===== config.mk =====
export PLATFORM = sky130hd
export DESIGN_NAME = mfp_clock_mode_ctrl_flat
export DESIGN_NICKNAME = d
export VERILOG_FILES = /design/src/rtl/mfp_clock_mode_ctrl_if.sv /design/src/rtl/mfp_clock_mode_ctrl.sv /design/src/flat_wrapper.sv
export SDC_FILE = /design/constraint.sdc
export NUM_CORES = 1
export LEC_CHECK = 0
export ABC_CLOCK_PERIOD_IN_PS = 2500
export CAP_MARGIN = 25
export CORE_UTILIZATION = 39
export DETAILED_ROUTE_END_ITERATION = 6
export GPL_TIMING_DRIVEN = 0
export HOLD_SLACK_MARGIN = 0.08
export PLACE_DENSITY_LB_ADDON = 0.05
export SLEW_MARGIN = 25
export SYNTH_ARGS = -nofsm -noshare
export SYNTH_HDL_FRONTEND = slang
export SYNTH_SLANG_ARGS = --single-unit

===== constraint.sdc =====
create_clock -name gclk -period 2.5 [get_ports gclk]
set_input_delay 0.375 -clock gclk [delete_from_list [all_inputs] [get_ports gclk]]
set_output_delay 0.375 -clock gclk [all_outputs]
set_load 0.01 [all_outputs]

===== src/rtl/mfp_clock_mode_ctrl_if.sv =====
// Mode-select bundle between the board-switch side and the clock divider.
// The controller (master) receives requests and drives the divider select and status.
interface mfp_clock_mode_ctrl_if;
  logic [1:0] mode_req;
  logic       lock;
  logic [1:0] mode;
  logic       clk_hold;
  logic       busy;
  logic       changed;

  modport master (
    input  mode_req,
    input  lock,
    output mode,
    output clk_hold,
    output busy,
    output changed
  );

  modport slave (
    output mode_req,
    output lock,
    input  mode,
    input  clk_hold,
    input  busy,
    input  changed
  );
endinterface


===== src/rtl/mfp_clock_mode_ctrl.sv =====
// Synchronises and debounces the board mode switches, then sequences each divider
// mode change as hold -> guard -> switch -> settle -> release.
module mfp_clock_mode_ctrl #(
  parameter logic [1:0]  RESET_MODE      = 2'd0,
  parameter int unsigned DEBOUNCE_CYCLES = 1000,
  parameter int unsigned GUARD_CYCLES    = 256,
  parameter int unsigned CNT_WIDTH       = 20
) (
  input  logic                 gclk,
  input  logic                 rst_n,
  mfp_clock_mode_ctrl_if.master ctl
);

  localparam logic [1:0] S_IDLE   = 2'd0;
  localparam logic [1:0] S_HOLD   = 2'd1;
  localparam logic [1:0] S_SWITCH = 2'd2;
  localparam logic [1:0] S_SETTLE = 2'd3;

  localparam logic [CNT_WIDTH-1:0] DB_LAST    = CNT_WIDTH'(DEBOUNCE_CYCLES - 1);
  localparam logic [CNT_WIDTH-1:0] GUARD_LAST = CNT_WIDTH'(GUARD_CYCLES - 1);

  logic [1:0]           sync1;
  logic [1:0]           req_s;
  logic [1:0]           cand;
  logic [1:0]           db_mode;
  logic [CNT_WIDTH-1:0] dcnt;

  logic [1:0]           state;
  logic [1:0]           target;
  logic [CNT_WIDTH-1:0] gcnt;
  logic [1:0]           mode_r;
  logic                 clk_hold_r;
  logic                 busy_r;
  logic                 changed_r;

  // Two-flop synchroniser followed by a saturating run-length debounce.
  always_ff @(posedge gclk or negedge rst_n) begin
    if (!rst_n) begin
      sync1   <= RESET_MODE;
      req_s   <= RESET_MODE;
      cand    <= RESET_MODE;
      db_mode <= RESET_MODE;
      dcnt    <= '0;
    end else begin
      sync1 <= ctl.mode_req;
      req_s <= sync1;
      if (req_s != cand) begin
        cand <= req_s;
        dcnt <= '0;
      end else if (dcnt == DB_LAST) begin
        db_mode <= cand;
      end else begin
        dcnt <= dcnt + 1'b1;
      end
    end
  end

  always_ff @(posedge gclk or negedge rst_n) begin
    if (!rst_n) begin
      state      <= S_IDLE;
      target     <= RESET_MODE;
      gcnt       <= '0;
      mode_r     <= RESET_MODE;
      clk_hold_r <= 1'b0;
      busy_r     <= 1'b0;
      changed_r  <= 1'b0;
    end else begin
      changed_r <= 1'b0;
      case (state)
        S_IDLE: begin
          // target is latched here so later switch activity cannot alter this change
          if (db_mode != mode_r && !ctl.lock) begin
            target     <= db_mode;
            gcnt       <= '0;
            clk_hold_r <= 1'b1;
            busy_r     <= 1'b1;
            state      <= S_HOLD;
          end
        end
        S_HOLD: begin
          if (gcnt == GUARD_LAST) begin
            gcnt  <= '0;
            state <= S_SWITCH;
          end else begin
            gcnt <= gcnt + 1'b1;
          end
        end
        S_SWITCH: begin
          mode_r <= target;
          state  <= S_SETTLE;
        end
        S_SETTLE: begin
          if (gcnt == GUARD_LAST) begin
            gcnt       <= '0;
            clk_hold_r <= 1'b0;
            busy_r     <= 1'b0;
            changed_r  <= 1'b1;
            state      <= S_IDLE;
          end else begin
            gcnt <= gcnt + 1'b1;
          end
        end
        default: state <= S_IDLE;
      endcase
    end
  end

  assign ctl.mode     = mode_r;
  assign ctl.clk_hold = clk_hold_r;
  assign ctl.busy     = busy_r;
  assign ctl.changed  = changed_r;

endmodule

===== src/flat_wrapper.sv =====
// flat-port wrapper written by rule: the top's interface ports become plain ports
module mfp_clock_mode_ctrl_flat 
#(
  parameter logic [1:0]  RESET_MODE      = 2'd0,
  parameter int unsigned DEBOUNCE_CYCLES = 1000,
  parameter int unsigned GUARD_CYCLES    = 256,
  parameter int unsigned CNT_WIDTH       = 20
)
  (gclk, rst_n, ctl_mode_req, ctl_lock, ctl_mode, ctl_clk_hold, ctl_busy, ctl_changed);
  mfp_clock_mode_ctrl_if ctl_i ();
  input  logic gclk;
  input  logic rst_n;
  input wire logic [$bits(ctl_i.mode_req)-1:0] ctl_mode_req;
  input wire logic [$bits(ctl_i.lock)-1:0] ctl_lock;
  output wire logic [$bits(ctl_i.mode)-1:0] ctl_mode;
  output wire logic [$bits(ctl_i.clk_hold)-1:0] ctl_clk_hold;
  output wire logic [$bits(ctl_i.busy)-1:0] ctl_busy;
  output wire logic [$bits(ctl_i.changed)-1:0] ctl_changed;
  assign ctl_i.mode_req = ctl_mode_req;
  assign ctl_i.lock = ctl_lock;
  assign ctl_mode = ctl_i.mode;
  assign ctl_clk_hold = ctl_i.clk_hold;
  assign ctl_busy = ctl_i.busy;
  assign ctl_changed = ctl_i.changed;
  mfp_clock_mode_ctrl #(.RESET_MODE(RESET_MODE), .DEBOUNCE_CYCLES(DEBOUNCE_CYCLES), .GUARD_CYCLES(GUARD_CYCLES), .CNT_WIDTH(CNT_WIDTH)) u_core (.gclk(gclk), .rst_n(rst_n), .ctl(ctl_i));
endmodule

Yosys cells after proc, flatten, opt, wreduce, memory -nomap -nowiden
Index checks and enable logic that the tools add are counted.
{ "totals": {"out_inout_bits": 5, "input_bits": 5, "ff_bits": 56, "word_cells": 50} }
{ "op_classes": {"eq_ne": 11, "n_reduce_logical": 11, "add_sub_neg": 2, "bitwise": 1, "mux": 14} }
{ "op_table": {"columns": ["operator", "n"], "rows": [
  ["2-to-1 mux 20 bit", 4],
  ["adder 20 x 1 -> 20 bit (second input constant)", 2],
  ["case mux 20 bit (2 select lines)", 1],
  ["equality test 20 x 10 -> 1 bit (second input constant)", 1],
  ["equality test 20 x 8 -> 1 bit (second input constant)", 1],
  ["inequality test 2 x 1 -> 1 bit (second input constant)", 4],
  ["case mux 2 bit (4 select lines)", 1],
  ["2-to-1 mux 2 bit", 3],
  ["AND reduction 2 bit", 3],
  ["AND reduction 3 bit", 2],
  ["equality test 2 bit (second input constant)", 2],
  ["2-to-1 mux 1 bit", 4],
  ["inequality test 2 bit", 2],
  ["nonzero test 2 bit", 2],
  ["equality test 2 x 1 -> 1 bit (second input constant)", 1],
  ["zero test 2 bit", 1],
  ["case mux 1 bit (2 select lines)", 1],
  ["OR reduction 2 bit", 1],
  ["logical AND 1 bit", 1],
  ["zero test 1 bit", 1],
  ["NOT 1 bit", 1]
]} }

Logic depth before layout (Yosys ltp)
Gate-level depths: netlist (run 1).
{ "depth": {"depth_word": 4, "depth_mapped": 8, "mapped_depth_nobuf": 7} }

Worst setup path after synthesis (run 1)
Ideal clock, no wire load.
{ "synth_path": {"path_kind": "flip-flop to flip-flop", "start": "register u_core.dcnt[16]", "end": "register u_core.db_mode[0]", "synth_period_minus_slack_ns": 1.924, "stages_incl_launch_ff": 5, "path_slack_ns": 0.576, "t_arrival_ns": 1.799, "n_path_buf": 0, "path_cell_list": "dfrtp_1 -> or4_1 -> or3b_4 -> nor3_4 -> mux2_2"} }
{ "synth_via": {"elab_chain_len": 2} }
{ "synth_rtl": {"columns": ["element", "line", "source"], "rows": [
  ["from (decl)", "mfp_clock_mode_ctrl.sv:26", "logic [CNT_WIDTH-1:0] dcnt;"],
  ["from (signal assigned)", "mfp_clock_mode_ctrl.sv:53", "dcnt <= dcnt + 1'b1;"],
  ["equality test 20 x 10 -> 1 bit", "mfp_clock_mode_ctrl.sv:50", "end else if (dcnt == DB_LAST) begin"],
  ["AND reduction 2 bit (no source line)", null, null],
  ["to (signal assigned)", "mfp_clock_mode_ctrl.sv:51", "db_mode <= cand;"],
  ["to (decl)", "mfp_clock_mode_ctrl.sv:25", "logic [1:0] db_mode;"]
]} }
No other way between the ends.
A chain may end at the register's enable or synchronous reset.

Worst setup path after layout (run 1)
{ "layout_path": {"start": "register u_core.state[0]", "end": "register u_core.gcnt[15]"} }
{ "layout_via": {"elab_chain_len": 4, "word_cells_on_any_way": 8} }
{ "layout_rtl": {"columns": ["element", "line", "source"], "rows": [
  ["from (decl)", "mfp_clock_mode_ctrl.sv:28", "logic [1:0] state;"],
  ["from (signal assigned)", "mfp_clock_mode_ctrl.sv:60", "state <= S_IDLE;"],
  ["from (signal assigned)", "mfp_clock_mode_ctrl.sv:77", "state <= S_HOLD;"],
  ["from (signal assigned)", "mfp_clock_mode_ctrl.sv:83", "state <= S_SWITCH;"],
  ["equality test 2 x 1 -> 1 bit / equality test 2 bit (equally long branches)", "mfp_clock_mode_ctrl.sv:69", "case (state)"],
  ["OR reduction 2 bit (no source line)", null, null],
  ["nonzero test 2 bit (no source line)", null, null],
  ["AND reduction 2 bit (no source line)", null, null],
  ["to (signal assigned)", "mfp_clock_mode_ctrl.sv:85", "gcnt <= gcnt + 1'b1;"],
  ["to (signal assigned)", "mfp_clock_mode_ctrl.sv:100", "gcnt <= gcnt + 1'b1;"],
  ["to (decl)", "mfp_clock_mode_ctrl.sv:30", "logic [CNT_WIDTH-1:0] gcnt;"]
]} }
Several ways; a longest one is shown, not always the timed one.

==> impl_metrics.tcl, run 1 <==
set metrics [dict create \
    outcome "complete, no violations" \
    cts_max_level 2 \
    place_congestion 0.841 \
    placed_area_um2 3060 \
    synth_area_leaders "dfrtp_1, xnor2_1, nor2_1, nand2_1, ha_1" \
    wirelength_mm 5.71 \
    ctsLongestPathBuffers 2 \
    io_pins 10 \
    core-area_um2 6910 \
    cts-root-buf "clkbuf_8" \
    route.detailed.drc 0 \
    finalInstanceArea_um2 3200 \
    final_common_cell "dfrtp_1" \
    cts_hold_buf 1 \
    ctsResizeCount 0 \
    drt_iter0_drc 61 \
    min_period_over_period_pct 91.0 \
    endpoint_kind "flop" \
    p_comb_share_pct 24.1 \
    grt_first_pass_wirelength_mm 10.2 \
    power.switching_w 0.000714 \
    grt_pass1_vias 2161 \
    worst_clock_skew_ps 10.1 \
    synth.distinct_cells 44 \
    fillers 719 \
    cts_tree "built" \
    cellPowerDensity_nw_per_um2 698 \
    worstSetupPathType "flop to flop" \
    port-buffer-count 9 \
    dr.pass1.iters 4 \
    synth_warnings 0 \
    clock_sinks 56 \
    final.setup.worst_slack_ps 226 \
    nets 320 \
    regArea_um2 1400 \
    wl_per_cell_um 14.1 \
    hpwl_mm 4.19 \
    worst_slew_pin_slew_ps 559 \
    synth_nets 302 \
    grtUsageMet2_pct 29.2 \
    start_kind "flop" \
    ant_nets 0 \
    drv_slew 0 \
    area_delta_synth_final_pct 12.9 \
    cp_data_required_time_ps 2720 \
    initial_core_util_pct 41.0 \
    busiest_layer "met2" \
    multi_input_area_um2 1340 \
    cp_max_fo 10 \
    synth_top_area_share_pct 49.5 \
    die_width_um 87.2 \
    ir_worst_vdd_mv 0.260 \
    clockPowerShare_pct 31.0 \
    grt_util_met3_pct 3.13 \
    synth_area_per_cell_um2 9.76 \
    final_cell_mix "dfrtp_1, nor2_1, nand2_1" \
    synth_top_flop_cell "dfrtp_1" \
    grt_overflow_total 0 \
    p_int_w 0.00152 \
    synth.cell_area_um2 2830 \
    die-area_um2 7600 \
    grt_usage_pct 17.3 \
    syn_inst 290 \
    num_rows 30 \
    pre_cts_ws_ps 257 \
    setup_viol 0 \
    critPathArrivalTime_ps 2490 \
    power_w 0.00223 \
    diodes 0 \
    globalRouteMet1Util_pct 22.6 \
    leakage_nw 1.34 \
    vias 2074 \
    cts.clk_slew.worst_paths_ps 100 \
    hp-class "flop to flop" \
    numCtsBuffers 5 \
    slew_headroom_pct 61.8 \
    fmax_ghz 0.440 \
    drive_gt1_share_pct 8.44 \
    rsz0062_at_grt "false" \
    via_per_inst 5.13 \
    synth_seq_cells 56 \
    hold_violations 0 \
    grt_max_degree 39 \
    pwr-share-seq_pct 44.9 \
    hold_ws_ps 362 \
    synthArstFlopShare_pct 100 \
    synth_top_area_cell "dfrtp_1" \
    fin_crit_ps 2270 \
    p_sw_share_pct 32.0 \
    synth_edf_count 0 \
    synth_seq_area_share_pct 49.5 \
    postCtsSetupBuffers 0 \
    cap_violations 0 \
    antenna_found_initial 0 \
    die_y_um 87.2 \
    insertion_delay_ps 310 \
]
[power by group through the flow]
stage / Combinational, W / Clock, W / Sequential, W
2_1_floorplan: 0.000376 / 0 / 0.00101
3_3_place_gp: 0.000548 / 0 / 0.00102
3_5_place_dp: 0.000549 / 0 / 0.00102
4_1_cts: 0.000552 / 0.000718 / 0.00100
5_1_grt: 0.000636 / 0.000757 / 0.00101
6_report: 0.000538 / 0.000692 / 0.00100
[through the flow]
step / util, % / setup TNS (ps) / std cells
6_report: 46.3 / 0 / 404
3_5_place_dp: 44.3 / 0 / 396
4_1_cts: 46.3 / 0 / 404
5_1_grt: 46.3 / 0 / 404
2_1_floorplan: - / 0 / 290
3_3_place_gp: 44.0 / -42340 / 395
[sequential cells by signal (all words and copies together), names as in the netlist, 2 cells and up]
| signal | cells |
|---|---|
| u_core.target | 2 |
| u_core.gcnt | 20 |
| u_core.cand | 2 |
| u_core.req_s | 2 |
| u_core.sync1 | 2 |
| u_core.ctl.mode | 2 |
| u_core.dcnt | 20 |
| u_core.state | 2 |
| u_core.db_mode | 2 |
[synth_stat cells, types with 7 or more instances]
cell type   n
and3_1      9
inv_1       9
mux2_2      7
nand3_1    15
nor2_1     35
o21ai_0    12
dfrtp_1    56
xor2_1     10
xnor2_1    20
clkbuf_1    9
or3_1       7
nor4_1      7
ha_1        7
a21oi_1    13
nand2_1    24
[final cells by class]
class | count | area share (%)
Clock inverter | 2 | 1.88
Multi-Input combinational cell | 212 | 41.9
Timing Repair Buffer | 11 | 3.68
Inverter | 9 | 1.06
Clock buffer | 5 | 2.15
Sequential cell | 56 | 43.8
Buffer | 13 | 1.72
Tap cell | 96 | 3.76
[worst paths after layout]
check                           cells after the start  slack, ps                        start                           end
min in group asynchronous                           2        470                        rst_n  u_core.ctl.changed$_DFF_PN0_
worst min-delay path                                0        360    u_core.sync1[0]$_DFF_PN0_     u_core.req_s[0]$_DFF_PN0_
worst max-delay path                                8        230  u_core.state[0]$_DFFE_PN0P_   u_core.gcnt[15]$_DFFE_PN0P_
worst max register to register                      8        230  u_core.state[0]$_DFFE_PN0P_   u_core.gcnt[15]$_DFFE_PN0P_
worst min register to register                      0        360    u_core.sync1[0]$_DFF_PN0_     u_core.req_s[0]$_DFF_PN0_
max in group asynchronous                           3       1550                        rst_n   u_core.dcnt[10]$_DFFE_PN0N_
[cells by family after synthesis]
kind of cell,after synthesis,synth area share (%)
compound gates,45,9.85
mux,8,3.14
buf+inv,22,3.14
xor+xnor,30,9.28
flops,56,49.5
simple gates,122,22.0
fa+ha+maj,7,3.09
[per-layer routing]
layer | up-vias | share of wire (%)
met5 | - | 0
met4 | 0 | 1.5
met3 | 8 | 3.1
met2 | 31 | 48
met1 | 992 | 48
li1 | 1043 | -
[critical path, stage by stage, from the launching register on]
cell	delay (ps)
dfrtp_1	430
inv_1	110
ha_1	210
inv_1	110
a211o_1	310
clkbuf_1	270
a21oi_1	360
a31oi_1	130
a311oi_1	250
No activity file was read; power rests on OpenSTA's default activity.
==> run 2: changes to the inputs <==
--- a/config.mk
+++ b/config.mk
@@ -6,7 +6,7 @@
 export NUM_CORES = 1
 export LEC_CHECK = 0
 export ABC_CLOCK_PERIOD_IN_PS = 2500
-export CAP_MARGIN = 25
+export CAP_MARGIN = 20
 export CORE_UTILIZATION = 39
 export DETAILED_ROUTE_END_ITERATION = 6
 export GPL_TIMING_DRIVEN = 0
==> results of run 2 <==
The final DEF is identical to that of run 1; final timing and power are the same.
==> run 3: changes to the inputs <==
--- a/config.mk
+++ b/config.mk
@@ -5,8 +5,9 @@
 export SDC_FILE = /design/constraint.sdc
 export NUM_CORES = 1
 export LEC_CHECK = 0
-export ABC_CLOCK_PERIOD_IN_PS = 2500
+export ABC_CLOCK_PERIOD_IN_PS = 2900
 export CAP_MARGIN = 20
+export CORE_ASPECT_RATIO = 0.5
 export CORE_UTILIZATION = 39
 export DETAILED_ROUTE_END_ITERATION = 6
 export GPL_TIMING_DRIVEN = 0
==> constraint.sdc (replaced) <==
create_clock -name gclk -period 2.9 [get_ports gclk]
set_input_delay 0.435 -clock gclk [delete_from_list [all_inputs] [get_ports gclk]]
set_output_delay 0.435 -clock gclk [all_outputs]
set_load 0.01 [all_outputs]
==> impl_metrics.tcl, run 3 (same netlist as run 1, synthesis figures left out) <==
set metrics [dict create \
    drt_iter0_drc 179 \
    initial_core_util_pct 41.3 \
    ant_nets 0 \
    diodes 0 \
    min_period_over_period_pct 77.9 \
    timing.rr.end "u_core.gcnt[19]$_DFFE_PN0P_" \
    insertion_delay_ps 290 \
    critPathLaunch "u_core.gcnt[0]$_DFFE_PN0P_" \
    numCtsBuffers 5 \
    die-area_um2 7630 \
    vias 2116 \
    cp_max_fo 10 \
    top_regs "u_core.dcnt x20, u_core.gcnt x20" \
    cp_common_cell "and3_1" \
    setup_tns_ps 0 \
    max_stage_delay_ps 410 \
    grt_first_pass_wirelength_mm 10.1 \
    layout.cells.non_filler 401 \
    via_per_inst 5.28 \
    cp_data_required_time_ps 3080 \
    regArea_um2 1400 \
    route.detailed.drc 0 \
    num_rows 21 \
    port-buffer-count 9 \
    worstHoldStart "u_core.sync1[0]$_DFF_PN0_" \
    final_util_pct 47.3 \
    hpwl_mm 4.11 \
    cp.buffers_inverters 2 \
    ir_worst_vdd_mv 0.236 \
    fmax_ghz 0.443 \
    drive_gt1_share_pct 8.74 \
    grt_usage_pct 16.8 \
    drv_slew 0 \
    cts_tree "built" \
    fillers 624 \
    core-area_um2 6860 \
    reg2regPathDepth 8 \
    cap_violations 0 \
    io_pins 10 \
    nets 320 \
    hold_end "u_core.req_s[0]$_DFF_PN0_" \
    slew_headroom_pct 64.6 \
    final_cell_mix "dfrtp_1, nor2_1, nand2_1" \
    cts.clk_slew.worst_paths_ps 70 \
    worst_slew_pin_slew_ps 517 \
    start_kind "flop" \
    worstSetupPathType "flop to flop" \
    dp.cells 392 \
    die_width_um 123 \
    postCtsSetupBuffers 0 \
    leakage_nw 1.36 \
    power_w 0.00204 \
    cp_cell_sequence "ha_1, and3_1, clkbuf_1, and3_1, nand3_1, a21oi_1, buf_2, nor2_1" \
    grt_pass1_vias 2162 \
    ctsResizeCount 0 \
    die_y_um 62.3 \
    fin_crit_ps 2260 \
    setup_viol 0 \
    hold_violations 0 \
    r2r-start "u_core.gcnt[0]$_DFFE_PN0P_" \
    multi_input_area_um2 1340 \
    outcome "complete, no violations" \
    wirelength_mm 5.73 \
    antenna_found_initial 0 \
    dr.pass1.iters 4 \
    area_delta_synth_final_pct 14.5 \
    clock_sinks 56 \
    ctsLongestPathBuffers 2 \
    final_common_cell "dfrtp_1" \
    critPathArrivalTime_ps 2430 \
    r2r_slack_ps 640 \
    grt_overflow_total 0 \
    wl_per_cell_um 14.3 \
    hp-class "flop to flop" \
    rsz0062_at_grt "false" \
    cts-root-buf "clkbuf_16" \
    hold_depth 0 \
    worst_clock_skew_ps 7.51 \
    cpMaxStageDelayCell "dfrtp_1" \
    endpoint_kind "flop" \
    cellPowerDensity_nw_per_um2 629 \
    cts_max_level 2 \
    crit_family "simple AND/OR/NAND/NOR gates" \
    place_congestion 0.864 \
    grt_max_degree 35 \
]
-- run 3: metrics by stage --
stage          hold WS, ps  setup WS, ps  instance area [um2]
4_1_cts                352           652                 3240
2_1_floorplan          139           976                 2830
3_5_place_dp           335           665                 3050
5_1_grt                372           478                 3240
6_report               350           641                 3240
3_3_place_gp           333          -332                 3040
-- run 3: worst register-to-register path, cell delays in order, from the launching register on --
cell and delay, ps:
dfrtp_1 410, ha_1 210, and3_1 160, clkbuf_1 250, and3_1 290, nand3_1 100, a21oi_1 350, buf_2 310
nor2_1 80
-- run 3: power breakdown --
| part | internal, W | total (W) | leakage, nW | switching (W) |
|---|---|---|---|---|
| combinational | 0.000144 | 0.000463 | 0.515 | 0.000319 |
| clock | 0.000433 | 0.000713 | 0.0871 | 0.000280 |
| sequential | 0.000822 | 0.000864 | 0.757 | 0.0000420 |
| total | 0.00140 | 0.00204 | 1.36 | 0.000641 |
-- run 3: cell type report --
cell class | instances | area share (%)
multi-input cells | 212 | 41.4
clock buffers | 6 | 4.28
well taps | 92 | 3.55
inverters | 9 | 1.04
repair buffers | 11 | 3.63
flip-flops and latches | 56 | 43.2
plain buffers | 13 | 1.70
clock inverters | 2 | 1.20
-- run 3: layer usage --
layer	vias to the layer above	track usage, %	wire, um
li1	1046	-	-
met1	1032	23.1	2990
met4	0	3.81	29
met5	-	0	0
met3	4	4.60	179
met2	34	26.2	2530
-- run 3: what timing repair did --
action	CTS	global route
hold endpoints to repair	22	0
hold buffers	1	0
setup endpoints to repair	0	0
-- run 3: how the worst max path moves through the flow --
stage / endpoint / slack (ps) / cells past startpoint
finish: u_core.gcnt[19]$_DFFE_PN0P_ / 640 / 8
detailed placement: u_core.gcnt[19]$_DFFE_PN0P_ / 660 / 8
floorplan: u_core.db_mode[0]$_DFFE_PN0P_ / 980 / 4
global route: u_core.gcnt[18]$_DFFE_PN0P_ / 480 / 8
CTS: u_core.gcnt[19]$_DFFE_PN0P_ / 650 / 8
global placement: u_core.dcnt[9]$_DFFE_PN0N_ / -330 / 1
